**src/rtl/xor_descrambler.sv**
```systemverilog
// rtl/xor_descrambler.sv - streaming 6-bit LFSR XOR descrambler with registered output stage
module xor_descrambler #(
    parameter logic [5:0] SEED = 6'b000001
) (
    input  logic       clk,
    input  logic       rst_n,
    input  logic       seed_load,
    input  logic [5:0] seed,
    input  logic       in_valid,
    output logic       in_ready,
    input  logic [5:0] in_data,
    output logic       out_valid,
    input  logic       out_ready,
    output logic [5:0] out_data,
    output logic [7:0] word_count
);

    typedef enum logic {
        LOCKED = 1'b0,
        RUN    = 1'b1
    } state_t;

    state_t     state;
    state_t     state_nxt;
    logic [5:0] key;
    logic [5:0] key_next;
    logic       accept;

    // x^6 + x^5 + 1, Fibonacci form; never reaches the all-zero state
    assign key_next = {key[4:0], key[5] ^ key[4]};
    assign accept   = in_valid && in_ready;

    always_ff @(posedge clk) begin
        if (!rst_n) begin
            state <= LOCKED;
        end else begin
            state <= state_nxt;
        end
    end

    always_comb begin
        state_nxt = state;
        in_ready  = 1'b0;
        if (seed_load) begin
            state_nxt = RUN;
        end
        // a seed load always wins over a word offered in the same cycle
        if (state == RUN) begin
            in_ready = !seed_load && (!out_valid || out_ready);
        end
    end

    always_ff @(posedge clk) begin
        if (!rst_n) begin
            key        <= SEED;
            out_valid  <= 1'b0;
            out_data   <= 6'd0;
            word_count <= 8'd0;
        end else if (seed_load) begin
            key        <= (seed == 6'd0) ? SEED : seed;
            out_valid  <= 1'b0;
            word_count <= 8'd0;
        end else if (accept) begin
            out_data   <= in_data ^ key;
            out_valid  <= 1'b1;
            key        <= key_next;
            word_count <= word_count + 8'd1;
        end else if (out_ready) begin
            out_valid  <= 1'b0;
        end
    end

endmodule

```
**config.mk**
```make
export PLATFORM = sky130hd
export DESIGN_NAME = xor_descrambler
export DESIGN_NICKNAME = d
export VERILOG_FILES = /design/src/rtl/xor_descrambler.sv
export SDC_FILE = /design/constraint.sdc
export NUM_CORES = 1
export LEC_CHECK = 0
export CAP_MARGIN = 20
export CORE_MARGIN = 2
export CORE_UTILIZATION = 42
export CTS_BUF_LIST = sky130_fd_sc_hd__clkbuf_8
export CTS_CLUSTER_DIAMETER = 120
export CTS_CLUSTER_SIZE = 30
export DETAILED_ROUTE_END_ITERATION = 8
export GPL_ROUTABILITY_DRIVEN = 0
export GPL_TIMING_DRIVEN = 0
export PLACE_DENSITY_LB_ADDON = 0.08
export SLEW_MARGIN = 5
export SYNTH_ARGS = -nofsm -noshare
export SYNTH_HDL_FRONTEND = slang
export SYNTH_SLANG_ARGS = --single-unit
```
**constraint.sdc**
```tcl
create_clock -name clk -period 1.3 [get_ports clk]
set_input_delay 0.26 -clock clk [delete_from_list [all_inputs] [get_ports clk]]
set_output_delay 0.26 -clock clk [all_outputs]
set_load 0.1 [all_outputs]
```
# --- Word level (Yosys, flattened, before mapping) ---
# Index checks and enable logic that the tools add are counted.
op_classes:
  n_addsub: 1
  mux: 6
  bitwise_logic: 4
  reduce_logical: 10
ops:
  columns: ["operator", "count"]
  rows:
  - ["two-way mux 6 bit", 3]
  - ["adder 8 x 1 -> 8 bit (second input constant)", 1]
  - ["zero test 6 bit", 1]
  - ["bitwise XOR 6 bit", 1]
  - ["nonzero test 2 bit", 2]
  - ["two-way mux 1 bit", 3]
  - ["logical AND 1 bit", 2]
  - ["zero test 1 bit", 2]
  - ["inverter 1 bit", 2]
  - ["AND reduction 2 bit", 1]
  - ["OR reduction 2 bit", 1]
  - ["logical OR 1 bit", 1]
  - ["bitwise XOR 1 bit", 1]
word_totals:
  reg_bits: 22
  input_bits: 17
  out_inout_bits: 16
  word_cells: 26

# --- Longest topological paths before layout ---
depth:
  depth_word: 7
  ltp_mapped: 6
  mapped_depth_nobuf: 5

# --- Worst setup path after synthesis ---
# Ideal clock, no wire load.
synth_timing:
  kind: "flip-flop to output port"
  startpoint: "register out_valid"
  endpoint: "output in_ready"
  arrival_time_ns: 2.313
  t_required_ns: 1.040
  path_slack_ns: -1.273
  path_stages_with_launch: 4
  path_buffers: 1
  path_cell_list: "dfxtp_1 > nor2b_1 > buf_6 > nor2_1"
synth_via:
  elab_chain_len: 4
synth_lines:
  columns: ["element", "line", "rtl"]
  rows:
  - ["start, declared", "12", "output logic out_valid,"]
  - ["start signal, assigned", "56", "out_valid <= 1'b0;"]
  - ["start signal, assigned", "61", "out_valid <= 1'b0;"]
  - ["start signal, assigned", "65", "out_valid <= 1'b1;"]
  - ["zero test 1 bit", "49", "in_ready = !seed_load && (!out_valid || out_ready);"]
  - ["logical OR 1 bit", "49", null]
  - ["logical AND 1 bit", "49", null]
  - ["two-way mux 1 bit", "48", "if (state == RUN) begin"]
  - ["end, declared", "10", "output logic in_ready,"]
# No other way between the ends.

# --- Worst setup path after layout ---
layout_timing:
  startpoint: "register out_valid"
  endpoint: "register word_count[5]"
layout_via:
  elab_chain_len: 5
layout_lines:
  columns: ["element", "line", "rtl"]
  rows:
  - ["zero test 1 bit", "49", null]
  - ["logical OR 1 bit", "49", null]
  - ["logical AND 1 bit", "49", null]
  - ["two-way mux 1 bit", "48", null]
  - ["logical AND 1 bit", "31", "assign accept = in_valid && in_ready;"]
  - ["end signal, assigned", "67", "word_count <= word_count + 8'd1;"]
  - ["end, declared", "15", "output logic [7:0] word_count"]
# No other way between the ends.
# A chain may end at the register's enable or synchronous reset.

==> impl_metrics.toml <==
[outcome]
status = "complete, but fails checks"
violations = "negative setup slack"

[floorplanning]
die_h_um = 53.4
die_w_um = 53.4
start_util_pct = 45.4
core_sq_mm = 0.00225
std_cell_rows = 17
die-area_sq_mm = 0.00285
io_pins = 33

[placement]
pre_cts_ws_ns = -1.21
io_buffers = 32
dp.cells = 166
placed_area_sq_mm = 0.00144
place_hpwl_um = 1630

[detailed_routing]
drc = 0
routed_wl_um = 2300
drt_first_iter_violations = 4
wl_per_cell_um = 12.6
vias = 933
dr.pass1.iters = 4
routed_via_density = 5.13
ant_nets = 0

[logic_synthesis]
synth_cells = 106
ys_warn_count = 0
synth_area_leaders = "dfxtp_1 43%, xnor2_1 9.4%, mux2i_1 5.9%, o211a_1 5.9%, nor2_1 4.4%"
synth_area_leader_cell = "dfxtp_1"
ys_top_cells_by_count = "22 x dfxtp_1, 12 x nor2_1, 11 x xnor2_1"
syn_nets = 124
yosysMostFrequentCell = "dfxtp_1"
seq_area_frac_synth_pct = 43.0
postSynthAreaPerCell_sq_um = 9.66
synth-main-ff-cell = "dfxtp_1"
yosysTopAreaCellShare_pct = 43.0
synth-seq-cells = 22
syn-cell-area_sq_mm = 0.00102
synth-edff-count = 0
synthArstFlopShare_pct = 0
netlist-cell-type-count = 29

[sta]
fin_crit_sh_pct = 103
max_freq_mhz = 749
tightestPinTransition_ns = 0.484
layout_setup_ws_ns = -0.0351
setup_viol = 8
final_max_slew_viol_count = 0
max-slew-margin-rel_pct = 68.0
holdWs_ns = 0.390
clock_skew_ns = 0.00595
rsz0062_at_grt = "yes"
hold_viol = 0
fin_crit_ns = 1.34

[setup_path]
critPathMaxStageDelay_ns = 0.41
crit_type = "reg -> reg"
cp_top_family = "simple AND/OR/NAND/NOR gates"
crit_path_max_fanout = 5
cp_slowest_cell = "or4_4"
cp-end-kind = "flop"
arrival_ns = 1.48
path_cells = "nor2b_4 > buf_4 > or4_4 > xor2_1 > nor2_1"
worstPathRequired_ns = 1.44
critPathBufInv = 1
worst_setup_path_start_kind = "flop"

[grt]
grt_start_max_net_pins = 13
grtUsageTotal_pct = 17.8
grt_pass1_wl_um = 3690
grt_pass1_vias = 853
globalRouteOverflowTotal = 0
antenna_found_initial = 0

[final_layout]
final_cell_count_no_fill = 182
diodes = 0
stdcell_area_sq_mm = 0.00163
syn2layout_area_growth_pct = 58.8
drive_gt1_share_pct = 41.6
nNetsFinal = 173

[clocking]
hold_buffers = 0
clk_pin_slew_worst_paths_ns = 0.08
htree_num_levels = 1
clockBufferDepth = 2
cts_tree = "done"
clock-sinks = 22
cts_buffers = 3
cts_root_buf = "clkbuf_8"
clock_latency_ns = 0.26

[power_and_ir_drop]
power_density_mw_per_mm2 = 924
p_leak_uw = 0.000735
irDropWorstVdd_v = 0.000671

[worst_hold_path]
hp-class = "in -> reg"

[job]
timing.max_cap.violations = 0
-- worst paths after layout --
check	start	endpoint	slack (ns)	cells past startpoint
max reg2reg	out_valid	word_count[5]	-0.04	5
min reg2reg	out_data[4]	out_data[4]	0.50	1
max	out_valid	word_count[5]	-0.04	5
min	seed_load	state	0.39	2
-- per-layer routing --
metal,global-route usage [%],vias up,part of all wire (%)
li1,-,467,-
met1,20.6,446,42
met2,32.7,18,53
met3,2.54,2,3.9
met4,6.41,0,0.61
met5,0,-,0
-- cells in the final DEF (no fill, tap or decap), drive strengths merged, types with 2 or more instances in the layout --
master	count
clkbuf	15
clkdlybuf4s15	2
xor2	2
nor3	2
or4	2
xnor2	11
o21ai	5
mux2	2
a21oi	5
o211a	6
nand3	3
buf	22
clkdlybuf4s50	13
nand2	10
nor2	12
mux2i	6
dfxtp	22
nor4b	2
-- timing repair --
action / CTS / global route
pin swaps: 4 / 6
gates cloned: 1 / 0
resized for setup: 103 / 21
setup buffers: 9 / 4
setup endpoints to repair: 37 / 30
-- metrics by stage --
stage               power (uW)  util, %  setup TNS [ns]
global route              1570     72.1          -0.881
detailed placement        1000     63.9          -16.76
CTS                       1490     67.9          -0.603
floorplan                  903        -           -2.40
finish                    1500     72.1          -0.124
global placement           997     63.9          -16.39
-- layout make-up --
class / instances / area, sq um
multi-input combinational: 78 / 628
tap: 28 / 35.0
fill: 190 / 629
timing repair buffer: 46 / 414
sequential: 22 / 469
buffer: 3 / 20.0
inverter: 1 / 3.75
clock buffer: 4 / 55.1
-- cell families (layout without fill, tap and decap cells) --
group	count (synthesis)	count (layout)	share of synthesized area, %
AND/OR/NAND/NOR	38	38	20.3
XOR/XNOR	13	13	11.1
buffers and inverters	6	54	3.79
multiplexers	8	8	8.07
AO/OA/AOI/OAI	18	18	12.5
flip-flops	22	22	43.0
adder cells (fa/ha/maj)	1	1	1.22
-- sequential cells by signal, summed over array words and instances (netlist names) --
| register | flops |
|---|---|
| out_valid | 1 |
| out_data | 6 |
| word_count | 8 |
| state | 1 |
| key | 6 |
-- power by group --
| group | leakage (uW) | internal [uW] | switching, uW | total [uW] |
|---|---|---|---|---|
| clock | 0.0000288 | 269 | 213 | 482 |
| sequential | 0.000186 | 686 | 23.6 | 710 |
| combinational | 0.000520 | 142 | 169 | 311 |
Power figures use the tool's default switching activity.
